**src/rtl/mc_ctrl_pkg.sv**
```systemverilog
// rtl/mc_ctrl_pkg.sv - state encoding, opcode/funct constants and control codes for mc_controller
// MC_ADDI_EN adds the ADDIEX/ADDIWB states.
package mc_ctrl_pkg;

  typedef enum logic [3:0] {
    S_FETCH  = 4'd0,
    S_DECODE = 4'd1,
    S_MEMADR = 4'd2,
    S_MEMRD  = 4'd3,
    S_MEMWB  = 4'd4,
    S_MEMWR  = 4'd5,
    S_EXEC   = 4'd6,
    S_ALUWB  = 4'd7,
    S_BRANCH = 4'd8,
`ifdef MC_ADDI_EN
    S_ADDIEX = 4'd9,
    S_ADDIWB = 4'd10,
`endif
    S_JUMP   = 4'd11,
    S_HALT   = 4'd12
  } state_t;

  localparam logic [5:0] OP_RTYPE = 6'b000000;
  localparam logic [5:0] OP_LW    = 6'b100011;
  localparam logic [5:0] OP_SW    = 6'b101011;
  localparam logic [5:0] OP_BEQ   = 6'b000100;
  localparam logic [5:0] OP_ADDI  = 6'b001000;
  localparam logic [5:0] OP_J     = 6'b000010;

  localparam logic [5:0] FN_ADD = 6'b100000;
  localparam logic [5:0] FN_SUB = 6'b100010;
  localparam logic [5:0] FN_AND = 6'b100100;
  localparam logic [5:0] FN_OR  = 6'b100101;
  localparam logic [5:0] FN_SLT = 6'b101010;

  localparam logic [2:0] ALU_AND = 3'b000;
  localparam logic [2:0] ALU_OR  = 3'b001;
  localparam logic [2:0] ALU_ADD = 3'b010;
  localparam logic [2:0] ALU_SUB = 3'b110;
  localparam logic [2:0] ALU_SLT = 3'b111;

  localparam logic [1:0] SRCB_REG   = 2'b00;
  localparam logic [1:0] SRCB_FOUR  = 2'b01;
  localparam logic [1:0] SRCB_IMM   = 2'b10;
  localparam logic [1:0] SRCB_IMMSH = 2'b11;

  localparam logic [1:0] PC_ALU    = 2'b00;
  localparam logic [1:0] PC_ALUOUT = 2'b01;
  localparam logic [1:0] PC_JUMP   = 2'b10;

endpackage

```
**src/rtl/mc_controller_if.sv**
```systemverilog
// rtl/mc_controller_if.sv - unified memory handshake between mc_controller and the memory
interface mc_mem_if;
  logic mem_req;
  logic iord;
  logic memwrite;
  logic mem_ready;

  modport master (output mem_req, iord, memwrite, input mem_ready);
  modport slave  (input mem_req, iord, memwrite, output mem_ready);
endinterface

```
**src/rtl/alu_decoder.sv**
```systemverilog
// rtl/alu_decoder.sv - R-type funct to alucontrol mapping; valid=0 flags an unsupported funct
module alu_decoder
  import mc_ctrl_pkg::*;
(
  input  logic [5:0] funct,
  output logic [2:0] alucontrol,
  output logic       valid
);

  always_comb begin
    alucontrol = ALU_ADD;
    valid      = 1'b1;
    case (funct)
      FN_ADD:  alucontrol = ALU_ADD;
      FN_SUB:  alucontrol = ALU_SUB;
      FN_AND:  alucontrol = ALU_AND;
      FN_OR:   alucontrol = ALU_OR;
      FN_SLT:  alucontrol = ALU_SLT;
      default: valid = 1'b0;
    endcase
  end

endmodule

```
**src/rtl/mc_controller.sv**
```systemverilog
// rtl/mc_controller.sv - multicycle MIPS-subset control FSM with memory wait timeout
// MC_ADDI_EN enables addi decode (ADDIEX/ADDIWB); otherwise op 001000 is illegal.
module mc_controller
  import mc_ctrl_pkg::*;
#(
  parameter int unsigned MEM_TIMEOUT = 255
) (
  input  logic            clk,
  input  logic            rst,
  mc_mem_if.master        mem,
  input  logic [5:0]      op,
  input  logic [5:0]      funct,
  input  logic            zero,
  output logic            ir_we,
  output logic            pc_we,
  output logic            regwrite,
  output logic            regdst,
  output logic            memtoreg,
  output logic            alusrca,
  output logic [1:0]      alusrcb,
  output logic [1:0]      pcsrc,
  output logic [2:0]      alucontrol,
  output logic [3:0]      state_dbg,
  output logic            illegal,
  output logic            mem_err
);

  localparam logic [7:0] LAST_WAIT = 8'(MEM_TIMEOUT - 1);

  state_t     state;
  state_t     dec_nx;
  logic [7:0] wait_cnt;
  logic       mem_err_q;
  logic [2:0] rtype_alu;
  logic       rtype_ok;
  logic       waiting;

  alu_decoder u_alu_dec (
    .funct      (funct),
    .alucontrol (rtype_alu),
    .valid      (rtype_ok)
  );

  // A memory state without mem_ready is a wait cycle; mem_ready always beats the timeout.
  assign waiting = ((state == S_FETCH) || (state == S_MEMRD) || (state == S_MEMWR))
                   && !mem.mem_ready;

  always_comb begin
    dec_nx = S_FETCH;
    case (op)
      OP_RTYPE: if (rtype_ok) dec_nx = S_EXEC;
      OP_LW,
      OP_SW:    dec_nx = S_MEMADR;
      OP_BEQ:   dec_nx = S_BRANCH;
`ifdef MC_ADDI_EN
      OP_ADDI:  dec_nx = S_ADDIEX;
`endif
      OP_J:     dec_nx = S_JUMP;
      default:  dec_nx = S_FETCH;
    endcase
  end

  always_ff @(posedge clk or negedge rst) begin
    if (!rst) begin
      state     <= S_FETCH;
      wait_cnt  <= '0;
      mem_err_q <= 1'b0;
    end else if (waiting) begin
      if (wait_cnt == LAST_WAIT) begin
        state     <= S_HALT;
        mem_err_q <= 1'b1;
      end else begin
        wait_cnt <= wait_cnt + 8'd1;
      end
    end else begin
      // Counter idles at zero outside wait cycles, so every memory state is entered with it clear.
      wait_cnt <= '0;
      case (state)
        S_FETCH:  state <= S_DECODE;
        S_DECODE: state <= dec_nx;
        S_MEMADR: state <= (op == OP_SW) ? S_MEMWR : S_MEMRD;
        S_MEMRD:  state <= S_MEMWB;
        S_MEMWR:  state <= S_FETCH;
        S_EXEC:   state <= S_ALUWB;
`ifdef MC_ADDI_EN
        S_ADDIEX: state <= S_ADDIWB;
        S_ADDIWB: state <= S_FETCH;
`endif
        S_HALT:   state <= S_HALT;
        default:  state <= S_FETCH;
      endcase
    end
  end

  always_comb begin
    mem.mem_req  = 1'b0;
    mem.iord     = 1'b0;
    mem.memwrite = 1'b0;
    ir_we        = 1'b0;
    pc_we        = 1'b0;
    regwrite     = 1'b0;
    regdst       = 1'b0;
    memtoreg     = 1'b0;
    alusrca      = 1'b0;
    alusrcb      = SRCB_REG;
    pcsrc        = PC_ALU;
    alucontrol   = ALU_AND;
    state_dbg    = 4'd0;
    illegal      = 1'b0;
    mem_err      = 1'b0;
    // Holding reset low gates every output, including the FETCH memory request.
    if (rst) begin
      state_dbg = state;
      mem_err   = mem_err_q;
      case (state)
        S_FETCH: begin
          mem.mem_req = 1'b1;
          alusrcb     = SRCB_FOUR;
          alucontrol  = ALU_ADD;
          ir_we       = mem.mem_ready;
          pc_we       = mem.mem_ready;
        end
        S_DECODE: begin
          alusrcb    = SRCB_IMMSH;
          alucontrol = ALU_ADD;
          illegal    = (dec_nx == S_FETCH);
        end
        S_MEMADR: begin
          alusrca    = 1'b1;
          alusrcb    = SRCB_IMM;
          alucontrol = ALU_ADD;
        end
        S_MEMRD: begin
          mem.mem_req = 1'b1;
          mem.iord    = 1'b1;
        end
        S_MEMWB: begin
          regwrite = 1'b1;
          memtoreg = 1'b1;
        end
        S_MEMWR: begin
          mem.mem_req  = 1'b1;
          mem.iord     = 1'b1;
          mem.memwrite = 1'b1;
        end
        S_EXEC: begin
          alusrca    = 1'b1;
          alucontrol = rtype_alu;
        end
        S_ALUWB: begin
          regwrite = 1'b1;
          regdst   = 1'b1;
        end
        S_BRANCH: begin
          alusrca    = 1'b1;
          alucontrol = ALU_SUB;
          pcsrc      = PC_ALUOUT;
          pc_we      = zero;
        end
`ifdef MC_ADDI_EN
        S_ADDIEX: begin
          alusrca    = 1'b1;
          alusrcb    = SRCB_IMM;
          alucontrol = ALU_ADD;
        end
        S_ADDIWB: regwrite = 1'b1;
`endif
        S_JUMP: begin
          pcsrc = PC_JUMP;
          pc_we = 1'b1;
        end
        default: ;
      endcase
    end
  end

endmodule

```
**src/flat_wrapper.sv**
```systemverilog
// flat-port wrapper written by rule: the top's interface ports become plain ports
module mc_controller_flat import mc_ctrl_pkg::*;
#(
  parameter int unsigned MEM_TIMEOUT = 255
)
  (clk, rst, op, funct, zero, ir_we, pc_we, regwrite, regdst, memtoreg, alusrca, alusrcb, pcsrc, alucontrol, state_dbg, illegal, mem_err, mem_mem_req, mem_iord, mem_memwrite, mem_mem_ready);
  mc_mem_if mem_i ();
  input  logic clk;
  input  logic rst;
  input  logic [5:0] op;
  input  logic [5:0] funct;
  input  logic zero;
  output logic ir_we;
  output logic pc_we;
  output logic regwrite;
  output logic regdst;
  output logic memtoreg;
  output logic alusrca;
  output logic [1:0] alusrcb;
  output logic [1:0] pcsrc;
  output logic [2:0] alucontrol;
  output logic [3:0] state_dbg;
  output logic illegal;
  output logic mem_err;
  output wire logic [$bits(mem_i.mem_req)-1:0] mem_mem_req;
  output wire logic [$bits(mem_i.iord)-1:0] mem_iord;
  output wire logic [$bits(mem_i.memwrite)-1:0] mem_memwrite;
  input wire logic [$bits(mem_i.mem_ready)-1:0] mem_mem_ready;
  assign mem_mem_req = mem_i.mem_req;
  assign mem_iord = mem_i.iord;
  assign mem_memwrite = mem_i.memwrite;
  assign mem_i.mem_ready = mem_mem_ready;
  mc_controller #(.MEM_TIMEOUT(MEM_TIMEOUT)) u_core (.clk(clk), .rst(rst), .mem(mem_i), .op(op), .funct(funct), .zero(zero), .ir_we(ir_we), .pc_we(pc_we), .regwrite(regwrite), .regdst(regdst), .memtoreg(memtoreg), .alusrca(alusrca), .alusrcb(alusrcb), .pcsrc(pcsrc), .alucontrol(alucontrol), .state_dbg(state_dbg), .illegal(illegal), .mem_err(mem_err));
endmodule
```
**config.mk**
```make
export PLATFORM = sky130hd
export DESIGN_NAME = mc_controller_flat
export DESIGN_NICKNAME = d
export VERILOG_FILES = /design/src/rtl/mc_ctrl_pkg.sv /design/src/rtl/mc_controller_if.sv /design/src/rtl/alu_decoder.sv /design/src/rtl/mc_controller.sv /design/src/flat_wrapper.sv
export SDC_FILE = /design/constraint.sdc
export NUM_CORES = 1
export LEC_CHECK = 0
export ABC_AREA = 0
export BUFFER_PORTS_ARGS = -buffer_cell sky130_fd_sc_hd__buf_2
export CAP_MARGIN = 20
export CORE_ASPECT_RATIO = 1.4
export CORE_MARGIN = 5
export CORE_UTILIZATION = 53
export DETAILED_ROUTE_END_ITERATION = 6
export GPL_TIMING_DRIVEN = 0
export HOLD_SLACK_MARGIN = 0.08
export PLACE_DENSITY = 0.88
export SYNTH_ARGS = -nofsm -noshare
export SYNTH_HDL_FRONTEND = slang
export SYNTH_SLANG_ARGS = --single-unit
```
**constraint.sdc**
```tcl
create_clock -name clk -period 4.72 [get_ports clk]
set_input_delay 0.944 -clock clk [delete_from_list [all_inputs] [get_ports clk]]
set_output_delay 0.944 -clock clk [all_outputs]
set_load 0.02 [all_outputs]
```
==> impl_metrics.toml <==
[status]
status = "completed"

[routing]
vias = 1239
firstDrtPassIters = 4
dr.first_iter.drc_count = 40
postRouteAntennaNets = 0
drc_errors = 0
post_drt_wl_per_cell_um = 14.4
wirelength_mm = 2.97
vias_per_cell = 6.01

[setup_path]
r2r-start = "u_core.wait_cnt[0]$_DFFE_PN0N_"
critPathRequiredTime_ns = 3.78
endpoint_kind = "primary output"
critical_path.reg2reg.endpoint = "u_core.wait_cnt[1]$_DFFE_PN0N_"
crit_fanout = 4
reg2regPathDepth = 5
start_kind = "primary input"
path_class = "primary input to primary output"
critPathArrivalTime_ns = 2.47
r2r_slack_ns = 3.07

[clock_network]
clk_latency_ns = 0.28
numCtsBuffers = 3
cts_hold_buf = 0
cts.clk_slew.worst_paths_ns = 0.07
cts_tree = "yes"
cts_buffer_depth = 2
cts_root_buffer = "clkbuf_4"
cts_setup_buffers = 0
cts_sinks = 13
htree_levels = 1
ctsResizeCount = 0

[sta]
fin_setup_tns_ns = 0
skew_ns = 0.00641
finalSetupViolCount = 0
finalCriticalPeriod_ns = 3.41
timing.hold.ws_ns = 0.470
fin_crit_sh = 0.723
fmax_ghz = 0.293
rsz0062_at_grt = "false"
drv_slew = 0
worst_pin_slew_ns = 0.687
hold_viol_final = 0
slew_headroom = 0.530

[yosys]
synth_cells = 144
synth_seq_cells = 13
ys_async_sr_fraction = 1.00
synth.avg_cell_area_um2 = 7.82
syn_nets = 162
synthTopCellsByArea = "dfrtp_1 29%, nor2_1 7.3%, and2_1 4.4%"
synthFlopType = "dfrtp_1"
synth_edf_count = 0
synth_largest_area_cell = "dfrtp_1"
ys_types = 46
synth_seq_area_share = 0.289
yosysWarningCount = 0
syn_area_um2 = 1130
synth_top_area_frac = 0.289

[min_path]
hold_path.class = "register to register"
worstHoldStart = "u_core.mem_err_q$_DFFE_PN0P_"
whs_path_depth = 1
min_to = "u_core.mem_err_q$_DFFE_PN0P_"

[finish]
finalInstanceArea_um2 = 1360
fill_cells = 184
drive_gt1_frac = 0.254
multi_input_area_um2 = 749
area_delta_synth_final_pct = 21.1
regArea_um2 = 325
antenna_cells = 0
nets = 204

[floorplanning]
core.rowCount = 19
die_w_um = 49.0
start_util = 0.564
core_area_um2 = 2000
die_area_um2 = 3160
fp.dieH_um = 64.5
io_pins = 38

[power]
ir_worst_vdd_mv = 0.259
pwr_density_cell_nw_per_um2 = 397
leakage_nw = 0.668

[global_route]
grt_pass1_wl_mm = 4.89
grt_usage = 0.192
grt_max_degree = 18
grt_pass1_vias = 1170
antenna_found_initial = 0
grt.overflow.total = 0

[place]
portBuffers = 37
gp_congestion = 0.874
place_area_um2 = 1340
dp.final_hpwl_mm = 2.34

[flow_run]
drv_cap = 0
==> report_power, final <==
| part | total, mW | switching (mW) | internal, mW |
|---|---|---|---|
| combinational | 0.327 | 0.208 | 0.119 |
| sequential | 0.147 | 0.0183 | 0.128 |
| clock | 0.0687 | 0.0359 | 0.0328 |
| total | 0.542 | 0.262 | 0.280 |
==> sequential cells by signal (all words and copies together) (netlist names) <==
name and flops:
u_core.mem_err_q 1, u_core.wait_cnt 8, u_core.state 4
==> layout by cell type (no fill, tap or decap), types with 3 or more instances in the layout <==
cell       n
nor2_1    22
nor3_1     4
and2_1     8
a21oi_1    9
xnor2_1    3
buf_2     39
o21bai_1   3
inv_1      5
or2_2      3
clkbuf_4   3
a31oi_1    3
clkbuf_1   7
nand3b_1   3
xor2_1     3
nor2b_1    4
nand2_1    8
nor4b_1    3
dfrtp_1   13
nor3b_1    3
==> how the worst max path moves through the flow <==
stage          cells past startpoint  slack [ns]      end     start
6_report                           6        1.31  illegal  funct[4]
2_1_floorplan                      4        1.76  illegal  funct[4]
5_1_grt                            6        1.19  illegal  funct[4]
3_3_place_gp                       6        1.36  illegal  funct[4]
3_5_place_dp                       6        1.27  illegal  funct[4]
4_1_cts                            6        1.28  illegal  funct[4]
==> cell families after synthesis <==
kind of cell	Yosys count	share of synthesized area
AOI/OAI and AO/OA	37	0.236
adders and majority gates	3	0.0311
and+or+nand+nor	72	0.352
xor gates and xnor gates	6	0.0467
buffers and inverters	13	0.0456
DFF	13	0.289
==> area by class of cell <==
class | instances | share of cell area
Clock buffer | 4 | 0.0193
Buffer | 8 | 0.0239
Timing Repair Buffer | 37 | 0.136
Inverter | 5 | 0.0138
Tap cell | 21 | 0.0193
Sequential cell | 13 | 0.239
Multi-Input combinational cell | 118 | 0.550
==> Yosys cell counts, types with 2 or more instances <==
library cell	count
nand2_1	8
o32ai_1	2
clkbuf_1	6
o21bai_1	3
a32oi_1	2
buf_2	2
xor2_1	3
o21ai_0	2
or2_2	3
nor3b_1	3
dfrtp_1	13
ha_1	2
inv_1	5
nand4_1	2
nand3b_1	3
nand2b_1	2
nor2_1	22
or3_1	2
and2_1	8
nor4b_1	3
nor3_1	4
a211oi_1	2
and3_1	2
xnor2_1	3
nor2b_1	4
a311oi_1	2
a31oi_1	3
o211ai_1	2
a21oi_1	9
==> metal layers <==
metal | routed length (µm) | GRT usage | vias up
met5 | 0 | 0 | -
met2 | 1600 | 0.369 | 43
met1 | 1080 | 0.181 | 576
met4 | 91 | 0.0976 | 0
li1 | - | - | 609
met3 | 197 | 0.0528 | 11
==> through the flow <==
step	cells	power (mW)	utilization	setup slack, ns
finish	206	0.542	0.683	1.31
global route	206	0.589	0.683	1.19
CTS	206	0.543	0.683	1.28
detailed placement	202	0.473	0.670	1.27
global placement	202	0.467	0.670	1.36
floorplan	144	0.382	-	1.76
==> worst max-delay path, stage by stage <==
cell and delay (ns):
buf_2 0.09, nand2b_1 0.18, a2111oi_0 0.66, a21o_1 0.21, and4b_2 0.22, buf_2 0.16
Note: power is estimated with default switching activity, not from simulation.
